**src/rtl/vga_pkg.sv**
```systemverilog
// vga_pkg: shared VGA geometry, colour type and ship-position clamp
package vga_pkg;
    localparam int H_ACTIVE = 640;
    localparam int V_ACTIVE = 480;
    localparam int SHIP_W = 32;
    localparam int SHIP_H = 32;
    localparam logic [15:0] STAR_SEED = 16'hACE1;
    typedef logic [11:0] rgb444_t;
    localparam rgb444_t STAR_COLOR = 12'hCCC;
    localparam rgb444_t BG_COLOR = 12'h000;
    function automatic logic [9:0] clamp10(input logic [9:0] value, input logic [9:0] max);
        return (value > max) ? max : value;
    endfunction
endpackage

```
**src/rtl/star_lfsr.sv**
```systemverilog
// star_lfsr: 16-bit Fibonacci LFSR (taps 16,14,13,11) with seed reload
module star_lfsr #(
    parameter logic [15:0] SEED = vga_pkg::STAR_SEED
) (
    input  logic        clk,
    input  logic        reset_n,
    input  logic        load,
    input  logic        step,
    output logic [15:0] q
);
    logic [15:0] r_q;
    assign q = r_q;
    always_ff @(posedge clk or negedge reset_n) begin
        if (!reset_n)
            r_q <= SEED;
        else if (load)
            r_q <= SEED;
        else if (step)
            r_q <= {r_q[14:0], r_q[15] ^ r_q[13] ^ r_q[12] ^ r_q[10]};
    end
endmodule

```
**src/rtl/vga_sprite_renderer.sv**
```systemverilog
// vga_sprite_renderer: 2-stage pixel colour pipeline drawing a starfield and a ship sprite
// whose position is handed over by valid/ready and committed only at frame start.
module vga_sprite_renderer
    import vga_pkg::rgb444_t, vga_pkg::clamp10, vga_pkg::STAR_COLOR, vga_pkg::BG_COLOR;
#(
    parameter int          H_ACTIVE  = vga_pkg::H_ACTIVE,
    parameter int          V_ACTIVE  = vga_pkg::V_ACTIVE,
    parameter int          SHIP_W    = vga_pkg::SHIP_W,
    parameter int          SHIP_H    = vga_pkg::SHIP_H,
    parameter logic [15:0] STAR_SEED = vga_pkg::STAR_SEED
) (
    input  logic       clk,
    input  logic       reset_n,
    input  logic       h_sync_i,
    input  logic       v_sync_i,
    input  logic       DE_i,
    input  logic [9:0] x_pixel,
    input  logic [9:0] y_pixel,
    input  logic       pos_valid,
    output logic       pos_ready,
    input  logic [9:0] ship_x,
    input  logic [9:0] ship_y,
    input  rgb444_t    ship_color,
    input  logic       ship_blink,
    output logic [3:0] red,
    output logic [3:0] green,
    output logic [3:0] blue,
    output logic       h_sync_o,
    output logic       v_sync_o,
    output logic       DE_o,
    output logic       frame_start
);
    localparam logic [9:0] X_MAX = 10'(H_ACTIVE - SHIP_W);
    localparam logic [9:0] Y_MAX = 10'(V_ACTIVE - SHIP_H);
    localparam logic [9:0] X_RST = 10'((H_ACTIVE - SHIP_W) / 2);
    localparam logic [9:0] Y_RST = 10'((V_ACTIVE - SHIP_H) / 2);

    logic [9:0]  r_ax, r_ay, r_sx, r_sy;
    logic        r_pending, r_prev_vs;
    logic [7:0]  r_frame_cnt;
    logic        r_s1_hs, r_s1_vs, r_s1_de, r_s1_fs, r_s1_ship, r_s1_star;
    logic        r_s2_hs, r_s2_vs, r_s2_de, r_s2_fs;
    rgb444_t     r_s2_rgb;
    logic [15:0] w_lfsr;
    logic        w_fs, w_accept, w_visible, w_in_ship, w_unused_lfsr;

    assign w_fs      = r_prev_vs & ~v_sync_i;
    assign w_accept  = pos_valid & ~r_pending;
    assign pos_ready = ~r_pending;
    assign w_visible = ~ship_blink | ~r_frame_cnt[3];
    // 11-bit compares keep ax+SHIP_W from wrapping at the right/bottom edge
    assign w_in_ship = ({1'b0, x_pixel} >= {1'b0, r_ax}) && ({1'b0, x_pixel} < {1'b0, r_ax} + 11'(SHIP_W))
                    && ({1'b0, y_pixel} >= {1'b0, r_ay}) && ({1'b0, y_pixel} < {1'b0, r_ay} + 11'(SHIP_H));
    assign w_unused_lfsr = ^w_lfsr[7:0];

    star_lfsr #(.SEED(STAR_SEED)) u_star_lfsr (
        .clk    (clk),
        .reset_n(reset_n),
        .load   (w_fs),
        .step   (DE_i),
        .q      (w_lfsr)
    );

    always_ff @(posedge clk or negedge reset_n) begin
        if (!reset_n) begin
            r_prev_vs   <= 1'b1;
            r_frame_cnt <= '0;
            r_pending   <= 1'b0;
            r_ax        <= X_RST;
            r_ay        <= Y_RST;
            r_sx        <= '0;
            r_sy        <= '0;
        end else begin
            r_prev_vs <= v_sync_i;
            if (w_fs)
                r_frame_cnt <= r_frame_cnt + 8'd1;
            if (w_fs && r_pending) begin
                r_ax      <= r_sx;
                r_ay      <= r_sy;
                r_pending <= 1'b0;
            end else if (w_accept) begin
                r_sx      <= clamp10(ship_x, X_MAX);
                r_sy      <= clamp10(ship_y, Y_MAX);
                r_pending <= 1'b1;
            end
        end
    end

    always_ff @(posedge clk or negedge reset_n) begin
        if (!reset_n) begin
            {r_s1_hs, r_s1_vs, r_s2_hs, r_s2_vs} <= 4'b1111;
            {r_s1_de, r_s1_fs, r_s1_ship, r_s1_star, r_s2_de, r_s2_fs} <= '0;
            r_s2_rgb <= '0;
        end else begin
            r_s1_hs   <= h_sync_i;
            r_s1_vs   <= v_sync_i;
            r_s1_de   <= DE_i;
            r_s1_fs   <= w_fs;
            r_s1_ship <= w_in_ship & w_visible;
            r_s1_star <= &w_lfsr[15:8];
            r_s2_hs   <= r_s1_hs;
            r_s2_vs   <= r_s1_vs;
            r_s2_de   <= r_s1_de;
            r_s2_fs   <= r_s1_fs;
            r_s2_rgb  <= !r_s1_de ? BG_COLOR : r_s1_ship ? ship_color : r_s1_star ? STAR_COLOR : BG_COLOR;
        end
    end

    assign red         = r_s2_rgb[11:8];
    assign green       = r_s2_rgb[7:4];
    assign blue        = r_s2_rgb[3:0];
    assign h_sync_o    = r_s2_hs;
    assign v_sync_o    = r_s2_vs;
    assign DE_o        = r_s2_de;
    assign frame_start = r_s2_fs;
endmodule

```
**config.mk**
```make
export PLATFORM = sky130hd
export DESIGN_NAME = vga_sprite_renderer
export DESIGN_NICKNAME = d
export VERILOG_FILES = /design/src/rtl/vga_pkg.sv /design/src/rtl/star_lfsr.sv /design/src/rtl/vga_sprite_renderer.sv
export SDC_FILE = /design/constraint.sdc
export NUM_CORES = 1
export LEC_CHECK = 0
export CELL_PAD_IN_SITES_DETAIL_PLACEMENT = 1
export CELL_PAD_IN_SITES_GLOBAL_PLACEMENT = 2
export CORE_AREA = 2 2 115 105
export CTS_BUF_LIST = sky130_fd_sc_hd__clkbuf_16
export DETAILED_ROUTE_END_ITERATION = 16
export DIE_AREA = 0 0 117 107
export PLACE_DENSITY_LB_ADDON = 0.1
export REMOVE_ABC_BUFFERS = 1
export SETUP_SLACK_MARGIN = 0.02
export SYNTH_ARGS = -nofsm -noshare
export SYNTH_HDL_FRONTEND = slang
export SYNTH_SLANG_ARGS = --single-unit
```
**constraint.sdc**
```tcl
create_clock -name clk -period 3.5 [get_ports clk]
set_clock_uncertainty 0.05 [all_clocks]
set_input_delay 0.7 -clock clk [delete_from_list [all_inputs] [get_ports clk]]
set_output_delay 0.7 -clock clk [all_outputs]
set_load 0.02 [all_outputs]
```
==> impl_results.md, run 1 <==
* Detailed Route Iter0 Violations at 91
* # rows at 37
* Startpoint-to-endpoint class of the critical path: in2reg
* Transition time of the tightest slew-check pin at 1.04 ns
* Via count of the first global-routing pass at 2885
* Vias at 2806
* Internal cell power at 0.00213 W
* Post-synth EDFFs at 0
* Count of buffers inserted at the top-level ports at 75
* Count of inserted antenna diode cells at 0
* Library cell used as clock root buffer: clkbuf_16
* Final critical delay including setup and external delays at 2.34 ns
* Layout area overhead at 30.2%
* Average size of a mapped cell at 11.4 um^2
* Die area at 12500 um^2
* Wire length of the first global-routing pass at 14100 um
* Count of unique library cells instantiated by Yosys at 38
* Number of filler cells placed in the layout at 1240
* Number of max-cap violations at 0
* Maximum number of pins on one net before global-route repair at 84
* Initial DRT Pass Iterations at 6
* Hold Vio Cnt, Final at 0
* Total clock buffers created by CTS at 9
* Kind of start point of the critical path: input pin
* Placed wire-length estimate after detailed placement at 6090 um
* Wire length after detailed routing at 8400 um
* Setup repair after global routing missed its margin: false
* Portion of the clock cycle consumed by the worst path in the final layout at 66.9%
* Power share of the clock group at 29.6%
* Floorplan die height at 107 um
* Global route total overflow at 0
* Starting density of the core at 35.2%
* Number of buffers inserted for hold repair after clock tree synthesis at 0
* Most used cells in the layout excluding fill and tap cells: clkdlybuf4s50_1, dfrtp_1, ha_1, nand2_1, inv_1
* Clock-pin slew on the worst setup and hold paths at 0.06 ns
* Later-pin clock latency in the skew report at 0.33 ns
* Antenna violations before repair at 0
* Number of resized instances in the post-cts repair step at 0
* Achievable frequency at 427 MHz
* Max_slew headroom at 30.7%
* Total setup buffers inserted after CTS at 0
* Final weighted congestion of routability-driven global placement at 0.727
* Most common library cell in the layout ignoring fill and taps: clkdlybuf4s50_1
* Total standard cell area after synthesis at 3990 um^2
* Routed via count divided by cell count at 4.76
* Top FF cell, synth: dfrtp_1
* Result of the run: finished, final reports clean
* Avg WL per Cell at 14.3 um
* Final-stage net count at 520
* Worst hold slack at 0.304 ns
* Clock tree from TritonCTS: built
* Top-level I/O count at 76
* Type of the tightest min-delay check: reg2reg
* Fraction of layout cells with a size suffix above 1 at 13.4%
* Die span in x at 117 um
* Power per cell area at 575 nW/um^2
* Data arrival time of the critical path at 2.53 ns
* Net switching share of the total power at 28.8%
* Ys Warns at 0
* Synthesis-stage register bit count at 83
* Endpoint class of the critical path: flip-flop
* Mapped Cells at 349
* Worst Path Required at 3.69 ns
* Longest Clk Path Bufs at 2
* Sequential share of the synthesized area at 52.6%
* Final-report setup violation count at 0
* Leakage power of the design at 2.39 nW
* Fraction of registers with async set or reset after synthesis at 100%
* Fraction of power consumed by sequential logic at 44.2%
* Core region area at 11300 um^2
* Maximum vdd drop at 0.211 mV
* H-tree depth at 3
* Final total negative setup slack at 0 ns
* Antenna-violating nets left at 0
* DRC Markers at 0
* Final design utilization at 45.8%
* Reported net switching power at 0.000861 W
* Critical Path Fanout Max at 2
* Fin. max-slew vios at 0
* Fraction of power consumed by combinational cells at 26.2%
* Clk sinks at 83
* Combined global-route utilization of all metal layers at 14.4%
kinds of logic after synthesis:
logic type / share of synthesized area, %
mux: 9.40
buf+inv: 3.95
xor+xnor: 2.63
fa+ha+maj: 10.3
flops: 52.6
simple gates: 10.6
compound gates: 10.5
layer usage:
layer | wire [um] | up-vias | share of wire, % | track usage (%)
met1 | 4200 | 1369 | 50 | 19.8
met3 | 393 | 9 | 4.7 | 3.79
li1 | - | 1370 | - | -
met4 | 112 | 0 | 1.3 | 5.04
met5 | 0 | - | 0 | 0
met2 | 3700 | 58 | 44 | 22.0
final timing paths:
kind                                     startpoint               endpoint  slack (ns)  cells after the start
worst max-delay path                     y_pixel[2]    r_s1_ship$_DFF_PN0_        1.16                      8
worst min-delay path              r_s1_fs$_DFF_PN0_  frame_start$_DFF_PN0_        0.30                      0
worst max register to register  r_ax[5]$_DFFE_PN1P_    r_s1_ship$_DFF_PN0_        1.44                      7
worst min register to register    r_s1_fs$_DFF_PN0_  frame_start$_DFF_PN0_        0.30                      0
max in group asynchronous                   reset_n    r_sy[0]$_DFFE_PN0P_        2.22                      1
min in group asynchronous                   reset_n  r_s2_rgb[5]$_DFF_PN0_        0.49                      1
sequential cells by signal, indices dropped and copies added (netlist names):
name,cells
DE_o,1
h_sync_o,1
r_s1_fs,1
r_ay,10
r_sy,10
r_s1_vs,1
v_sync_o,1
r_s1_de,1
r_s1_hs,1
u_star_lfsr.q,16
r_frame_cnt,4
r_s1_star,1
frame_start,1
r_pending,1
r_sx,10
r_ax,10
r_s2_rgb,12
r_s1_ship,1
synthesized netlist by cell type, drive strengths merged (3+ instances only):
master	count	area, um^2
dfstp	18	473
a22o	11	96.3
a21o	7	52.6
nor2	20	75.1
clkbuf	9	33.8
o21ai	8	40.0
nand4	6	37.5
inv	27	101
a21boi	7	52.6
nor2b	3	18.8
nand2	29	109
mux2i	15	150
nor3	3	15.0
o21a	3	22.5
mux2	20	225
a21oi	18	93.8
nand2b	8	50.1
nand3	7	40.0
ha	33	413
xnor2	12	105
and3	7	45.1
dfrtp	65	1630
stage by stage:
stage | instance area [um^2] | total power, W | setup slack [ns] | std cells
4_1_cts | 5200 | 0.00304 | 1.19 | 589
3_5_place_dp | 4920 | 0.00213 | 0.848 | 573
3_3_place_gp | 4920 | 0.00211 | 0.866 | 573
6_report | 5200 | 0.00299 | 1.16 | 589
5_1_grt | 5200 | 0.00320 | 1.07 | 589
2_1_floorplan | 3950 | 0.00183 | 1.23 | 339
worst max-delay path, cell delays in order:
cell,delay (ns)
clkdlybuf4s50_1,0.41
ha_1,0.29
o21ai_0,0.23
a211oi_1,0.09
nor4_1,0.22
o31ai_1,0.15
and3_2,0.23
nor4b_2,0.21
final cells by class:
cell class / instances / area, um^2 / area share, %
tap: 156 / 195 / 3.76
timing repair buffer: 78 / 771 / 14.8
multi-input combinational: 228 / 1740 / 33.4
sequential: 83 / 2100 / 40.4
clock buffer: 9 / 225 / 4.33
inverter: 28 / 119 / 2.29
clock inverter: 7 / 52.6 / 1.01
power groups by stage:
stage	sequential, W	combinational (W)	clock (W)
floorplan	0.00130	0.000533	0
global placement	0.00134	0.000774	0
detailed placement	0.00134	0.000790	0
CTS	0.00133	0.000799	0.000913
global route	0.00135	0.000898	0.000951
finish	0.00132	0.000782	0.000885
(Power assumes the default switching activity.)
==> run 2, diff against run 1 <==
--- a/config.mk
+++ b/config.mk
@@ -7,10 +7,10 @@
 export LEC_CHECK = 0
 export CELL_PAD_IN_SITES_DETAIL_PLACEMENT = 1
 export CELL_PAD_IN_SITES_GLOBAL_PLACEMENT = 2
-export CORE_AREA = 2 2 115 105
+export CORE_AREA = 2 2 118 108
 export CTS_BUF_LIST = sky130_fd_sc_hd__clkbuf_16
 export DETAILED_ROUTE_END_ITERATION = 16
-export DIE_AREA = 0 0 117 107
+export DIE_AREA = 0 0 120 110
 export PLACE_DENSITY_LB_ADDON = 0.1
 export REMOVE_ABC_BUFFERS = 1
 export SETUP_SLACK_MARGIN = 0.02
==> constraint.sdc (replaced) <==
create_clock -name clk -period 2.3 [get_ports clk]
set_clock_uncertainty 0.05 [all_clocks]
set_input_delay 0.46 -clock clk [delete_from_list [all_inputs] [get_ports clk]]
set_output_delay 0.46 -clock clk [all_outputs]
set_load 0.02 [all_outputs]
==> run 2 against run 1 <==
Clock power grew 65%; count of clock-buffer cells in the layout unchanged; sequential cell count stayed put; critical path depth is 1 higher.
==> impl_results.md, run 2 (synthesis gave the netlist of run 1 again) <==
* Longest Clk Path Bufs at 2
* Total clock buffers created by CTS at 9
* DRC Markers at 0
* Count of buffers inserted at the top-level ports at 75
* Reported net switching power at 0.00132 W
* Starting density of the core at 33.5%
* Reg2reg path depth at 7
* Placed cell count at 584
* Transition time of the tightest slew-check pin at 0.438 ns
* Antenna-violating nets left at 0
* Most used cells in the layout excluding fill and tap cells: clkdlybuf4s50_1, dfrtp_1, ha_1, inv_1, nand2_1
* Leakage power of the design at 2.47 nW
* Cell family with most CP delay: compound AO/OA/AOI/OAI gates
* Buffers & Inverters on Critical Path at 2
* Wire length after detailed routing at 8750 um
* Top-level I/O count at 76
* Register-to-register path setup slack at 0.25 ns
* Maximum number of pins on one net before global-route repair at 46
* Net switching share of the total power at 28.1%
* Avg WL per Cell at 14.6 um
* Fin. max-slew vios at 0
* Wire length of the first global-routing pass at 15000 um
* Routed via count divided by cell count at 4.69
* Antenna violations before repair at 0
* Max_slew headroom at 70.8%
* Core region area at 11900 um^2
* Clock tree from TritonCTS: built
* Result of the run: finished, final reports clean
* Internal cell power at 0.00337 W
* Total setup buffers inserted after CTS at 0
* Floorplan die height at 110 um
* Final-report setup violation count at 0
* Clk sinks at 83
* Fraction of power consumed by combinational cells at 25.9%
* Layout area overhead at 33.2%
* Maximum vdd drop at 0.385 mV
* Die area at 13200 um^2
* Kind of start point of the critical path: input pin
* Hold Vio Cnt, Final at 0
* Placed wire-length estimate after detailed placement at 6570 um
* Final-stage net count at 528
* Instance count along the most critical hold path at 0
* CP max stage cell: clkdlybuf4s50_1
* Startpoint of the worst-slack reg-to-reg timing path: r_ax[5]$_DFFE_PN1P_
* H-tree depth at 3
* Hold path endpoint: frame_start$_DFF_PN0_
* Final critical delay including setup and external delays at 2.08 ns
* Sequence of cells on the critical path: clkdlybuf4s50_1 > inv_1 > ha_1 > nand2b_1 > a21boi_0 > o31a_1 > o21ai_0 > o211ai_1 > nor4b_2
* Final weighted congestion of routability-driven global placement at 0.745
* Via count of the first global-routing pass at 3051
* Post-layout power at 0.00469 W
* Type of the tightest min-delay check: reg2reg
* Vias at 2816
* Library cell used as clock root buffer: clkbuf_16
* Largest incremental delay on the critical path at 0.45 ns
* Power share of the clock group at 31.2%
* Endpoint class of the critical path: flip-flop
* Final design utilization at 44.6%
* Clock-pin slew on the worst setup and hold paths at 0.06 ns
* Combined global-route utilization of all metal layers at 14.6%
* Initial DRT Pass Iterations at 4
* Count of inserted antenna diode cells at 0
* RR Endpoint: r_s1_ship$_DFF_PN0_
* Startpoint-to-endpoint class of the critical path: in2reg
* Critical Path Fanout Max at 1
* Data arrival time of the critical path at 2.26 ns
* Achievable frequency at 481 MHz
* Global route total overflow at 0
* Power per cell area at 881 nW/um^2
* Most common library cell in the layout ignoring fill and taps: clkdlybuf4s50_1
* Setup repair after global routing missed its margin: false
* Portion of the clock cycle consumed by the worst path in the final layout at 90.4%
* Fraction of power consumed by sequential logic at 42.9%
* Die span in x at 120 um
* Later-pin clock latency in the skew report at 0.33 ns
* Fraction of layout cells with a size suffix above 1 at 15.2%
* Non-filler cells in the finished layout at 601
* Start point of the worst hold path: r_s1_fs$_DFF_PN0_
* Max reg flops at 16
* Detailed Route Iter0 Violations at 124
* # rows at 38
* Worst Path Required at 2.48 ns
* Number of max-cap violations at 0
## run 2: changes by cell type in the layout (fill, tap and decap cells not counted), sizes merged
cell / previous run / this run
inv: 29 / 31
bufinv: 2 / 3
dlygate4sd3: 0 / 1
buf: 4 / 11
clkinv: 4 / 1
## run 2: final cells by class
cell class | count | area (um^2)
clock buffer | 9 | 225
clock inverter | 7 | 80.1
fill | 1311 | 6620
inverter | 28 | 119
multi-input combinational | 228 | 1740
sequential | 83 | 2100
tap | 160 | 200
timing repair buffer | 86 | 858
## run 2: metal layers
metal / up-vias / share of wire, % / global-route usage (%)
li1: 1382 / - / -
met1: 1368 / 48 / 19.5
met2: 59 / 45 / 23.2
met3: 7 / 5.2 / 4.22
met4: 0 / 1.1 / 4.54
met5: - / 0 / 0
## run 2: power by group through the flow
| stage | clock (W) | sequential [W] | combinational [W] |
|---|---|---|---|
| 4_1_cts | 0.00151 | 0.00202 | 0.00125 |
| 3_3_place_gp | 0 | 0.00203 | 0.00121 |
| 3_5_place_dp | 0 | 0.00205 | 0.00123 |
| 6_report | 0.00146 | 0.00201 | 0.00121 |
| 2_1_floorplan | 0 | 0.00198 | 0.000811 |
| 5_1_grt | 0.00158 | 0.00206 | 0.00140 |
## run 2: worst reg2reg max path, stage by stage, from the launching register on
cell and delay, ns:
dfstp_2 0.56, ha_1 0.20, nand3_1 0.10, xnor2_1 0.14
ha_1 0.19, a222oi_1 0.29, o211ai_1 0.15, nor4b_2 0.27
## run 2: what timing repair did
item | CTS | global route
gates resized for setup | 0 | 0
hold buffers | 1 | 0
endpoints found under the hold margin | 11 | 0
## run 2: per-stage QoR
step | cell area, um^2 | hold slack, ns | setup TNS [ns] | setup WS (ns)
finish | 5320 | 0.301 | 0 | 0.221
floorplan | 3950 | 0.114 | 0 | 0.271
global placement | 5000 | 0.277 | -0.113 | -0.113
detailed placement | 5000 | 0.279 | -0.129 | -0.129
CTS | 5320 | 0.301 | 0 | 0.220
global route | 5320 | 0.318 | 0 | 0.0741
## run 2: worst max-delay path by stage
| stage | slack, ns | startpoint | endpoint | cells after the start |
|---|---|---|---|---|
| after floorplan | 0.27 | v_sync_i | r_ax[0]$_DFFE_PN0P_ | 4 |
| after global placement | -0.11 | y_pixel[2] | r_s1_ship$_DFF_PN0_ | 8 |
| after detailed placement | -0.13 | x_pixel[1] | r_s1_ship$_DFF_PN0_ | 8 |
| after CTS | 0.22 | x_pixel[1] | r_s1_ship$_DFF_PN0_ | 8 |
| after global routing | 0.07 | y_pixel[2] | r_s1_ship$_DFF_PN0_ | 8 |
| final | 0.22 | y_pixel[0] | r_s1_ship$_DFF_PN0_ | 9 |
==> run 3, diff against run 2 <==
--- a/config.mk
+++ b/config.mk
@@ -7,10 +7,11 @@
 export LEC_CHECK = 0
 export CELL_PAD_IN_SITES_DETAIL_PLACEMENT = 1
 export CELL_PAD_IN_SITES_GLOBAL_PLACEMENT = 2
-export CORE_AREA = 2 2 118 108
+export CORE_AREA = 8 8 124 114
 export CTS_BUF_LIST = sky130_fd_sc_hd__clkbuf_16
+export CTS_CLUSTER_SIZE = 25
 export DETAILED_ROUTE_END_ITERATION = 16
-export DIE_AREA = 0 0 120 110
+export DIE_AREA = 0 0 132 122
 export PLACE_DENSITY_LB_ADDON = 0.1
 export REMOVE_ABC_BUFFERS = 1
 export SETUP_SLACK_MARGIN = 0.02
==> run 3 against run 2 <==
Design area is 0.82% lower; sequential cell count unchanged; register-to-register slack lost 0.02 ns; sequential share of layout area grew 0.33 points; worst setup slack lost 0.021 ns; clock power decreased by 8%; core utilization fell by 0.37 points; sequential power about the same; first-iteration DRC count fell by 22%.
==> impl_results.md, run 3 (synthesis gave the netlist of run 1 again) <==
* Number of max-cap violations at 0
* Largest incremental delay on the critical path at 0.40 ns
* Global route total overflow at 0
* Routed via count divided by cell count at 4.73
* Starting density of the core at 33.5%
* Vias at 2831
* Fin. max-slew vios at 0
* Non-filler cells in the finished layout at 599
* Antenna violations before repair at 0
* Max reg flops at 16
* DRC Markers at 0
* Via count of the first global-routing pass at 3118
* Later-pin clock latency in the skew report at 0.33 ns
* Final-stage net count at 526
* Avg WL per Cell at 15.4 um
* Endpoint class of the critical path: flip-flop
* Most common library cell in the layout ignoring fill and taps: clkdlybuf4s50_1
* Number of resized instances in the post-cts repair step at 0
* Achievable frequency at 476 MHz
* Floorplan die height at 122 um
* Startpoint of the worst setup timing path: y_pixel[2]
* Wire length of the first global-routing pass at 15900 um
* Library cell used as clock root buffer: clkbuf_16
* Total clock buffers created by CTS at 9
* Final total negative setup slack at 0 ns
* # rows at 38
* Worst Path Required at 2.49 ns
* Count of buffers inserted at the top-level ports at 75
* H-tree depth at 3
* Transition time of the tightest slew-check pin at 0.514 ns
* Layout area overhead at 32.1%
* CP max stage cell: clkdlybuf4s50_1
* Wire length after detailed routing at 9230 um
* Detailed Route Iter0 Violations at 97
* Power per cell area at 866 nW/um^2
* Type of the tightest min-delay check: in2async
* Startpoint of the worst-slack reg-to-reg timing path: r_ax[5]$_DFFE_PN1P_
* Most used cells in the layout excluding fill and tap cells: clkdlybuf4s50_1, dfrtp_1, ha_1, inv_1, nand2_1
* Longest Clk Path Bufs at 2
* Max_slew headroom at 65.8%
* Clock tree from TritonCTS: built
* Final design utilization at 44.2%
* Hold Vio Cnt, Final at 0
* Die span in x at 132 um
* Final critical delay including setup and external delays at 2.10 ns
* Number of filler cells placed in the layout at 1315
* Final-report setup violation count at 0
* Post-layout power at 0.00457 W
* Startpoint-to-endpoint class of the critical path: in2reg
* Reg2reg path depth at 7
* Clk sinks at 83
* Kind of start point of the critical path: input pin
* Maximum vdd drop at 0.393 mV
* Worst setup slack after layout at 0.201 ns
* Portion of the clock cycle consumed by the worst path in the final layout at 91.3%
* Number of buffers inserted for hold repair after clock tree synthesis at 0
* Setup repair after global routing missed its margin: false
* Data arrival time of the critical path at 2.29 ns
* Leakage power of the design at 2.44 nW
* Fraction of layout cells with a size suffix above 1 at 14.8%
* Result of the run: finished, final reports clean
* Placed cell count at 583
* Maximum number of pins on one net before global-route repair at 47
* Total setup buffers inserted after CTS at 0
* Sequence of cells on the critical path: clkdlybuf4s50_1 > ha_1 > o21ai_0 > a211oi_1 > nor4_1 > o31ai_1 > and3_2 > nor4b_2
* Antenna-violating nets left at 0
* Final weighted congestion of routability-driven global placement at 0.734
* Count of inserted antenna diode cells at 0
* Critical Path Fanout Max at 2
* Die area at 16100 um^2
* Initial DRT Pass Iterations at 4
* Top-level I/O count at 76
* Core region area at 11900 um^2
* Setup slack after placement at -0.148 ns
* Combined global-route utilization of all metal layers at 12.3%
* Clock-pin slew on the worst setup and hold paths at 0.06 ns
* Placed wire-length estimate after detailed placement at 7080 um
-- run 3: per-layer routing --
metal  global-route usage (%)  wire length [um]  vias to the layer above
li1                         -                 -                     1382
met1                     16.3              4650                     1382
met2                     18.8              4030                       58
met3                     4.44               425                        9
met4                     3.01               114                        0
met5                        0                 0                        -
-- run 3: final cells by class --
class                   instances  area, um^2  share of cell area, %
flip-flops and latches         83        2100                   39.8
multi-input cells             228        1740                   32.9
repair buffers                 84         841                   15.9
clock buffers                   9         225                   4.27
well taps                     160         200                   3.80
inverters                      28         119                   2.25
clock inverters                 7        53.8                   1.02
-- run 3: power by group --
group | switching, W | leakage, nW | internal (W)
registers | 0.000226 | 1.02 | 0.00179
clock network | 0.000520 | 0.152 | 0.000818
logic | 0.000567 | 1.27 | 0.000647
-- run 3: worst max-delay path, delay by kind of cell --
family | cells | cell delay (ns)
AND/OR/NAND/NOR | 3 | 0.65
adder cells (fa/ha/maj) | 1 | 0.28
AO/OA/AOI/OAI | 3 | 0.49
buffers and inverters | 1 | 0.40
-- run 3: through the flow --
stage / hold WS, ns / instance area [um^2]
finish: 0.0443 / 5270
global route: 0.0694 / 5270
CTS: 0.0510 / 5270
detailed placement: 0.297 / 4990
global placement: 0.283 / 4990
floorplan: 0.114 / 3950
-- run 3: final timing paths --
path                       slack [ns]                     end
max reg2reg                      0.23     r_s1_ship$_DFF_PN0_
min                              0.04  r_s2_rgb[10]$_DFF_PN0_
max                              0.20     r_s1_ship$_DFF_PN0_
max in group asynchronous        1.47     r_ay[7]$_DFFE_PN1P_
min reg2reg                      0.30      h_sync_o$_DFF_PN1_
min in group clk                 0.30      h_sync_o$_DFF_PN1_
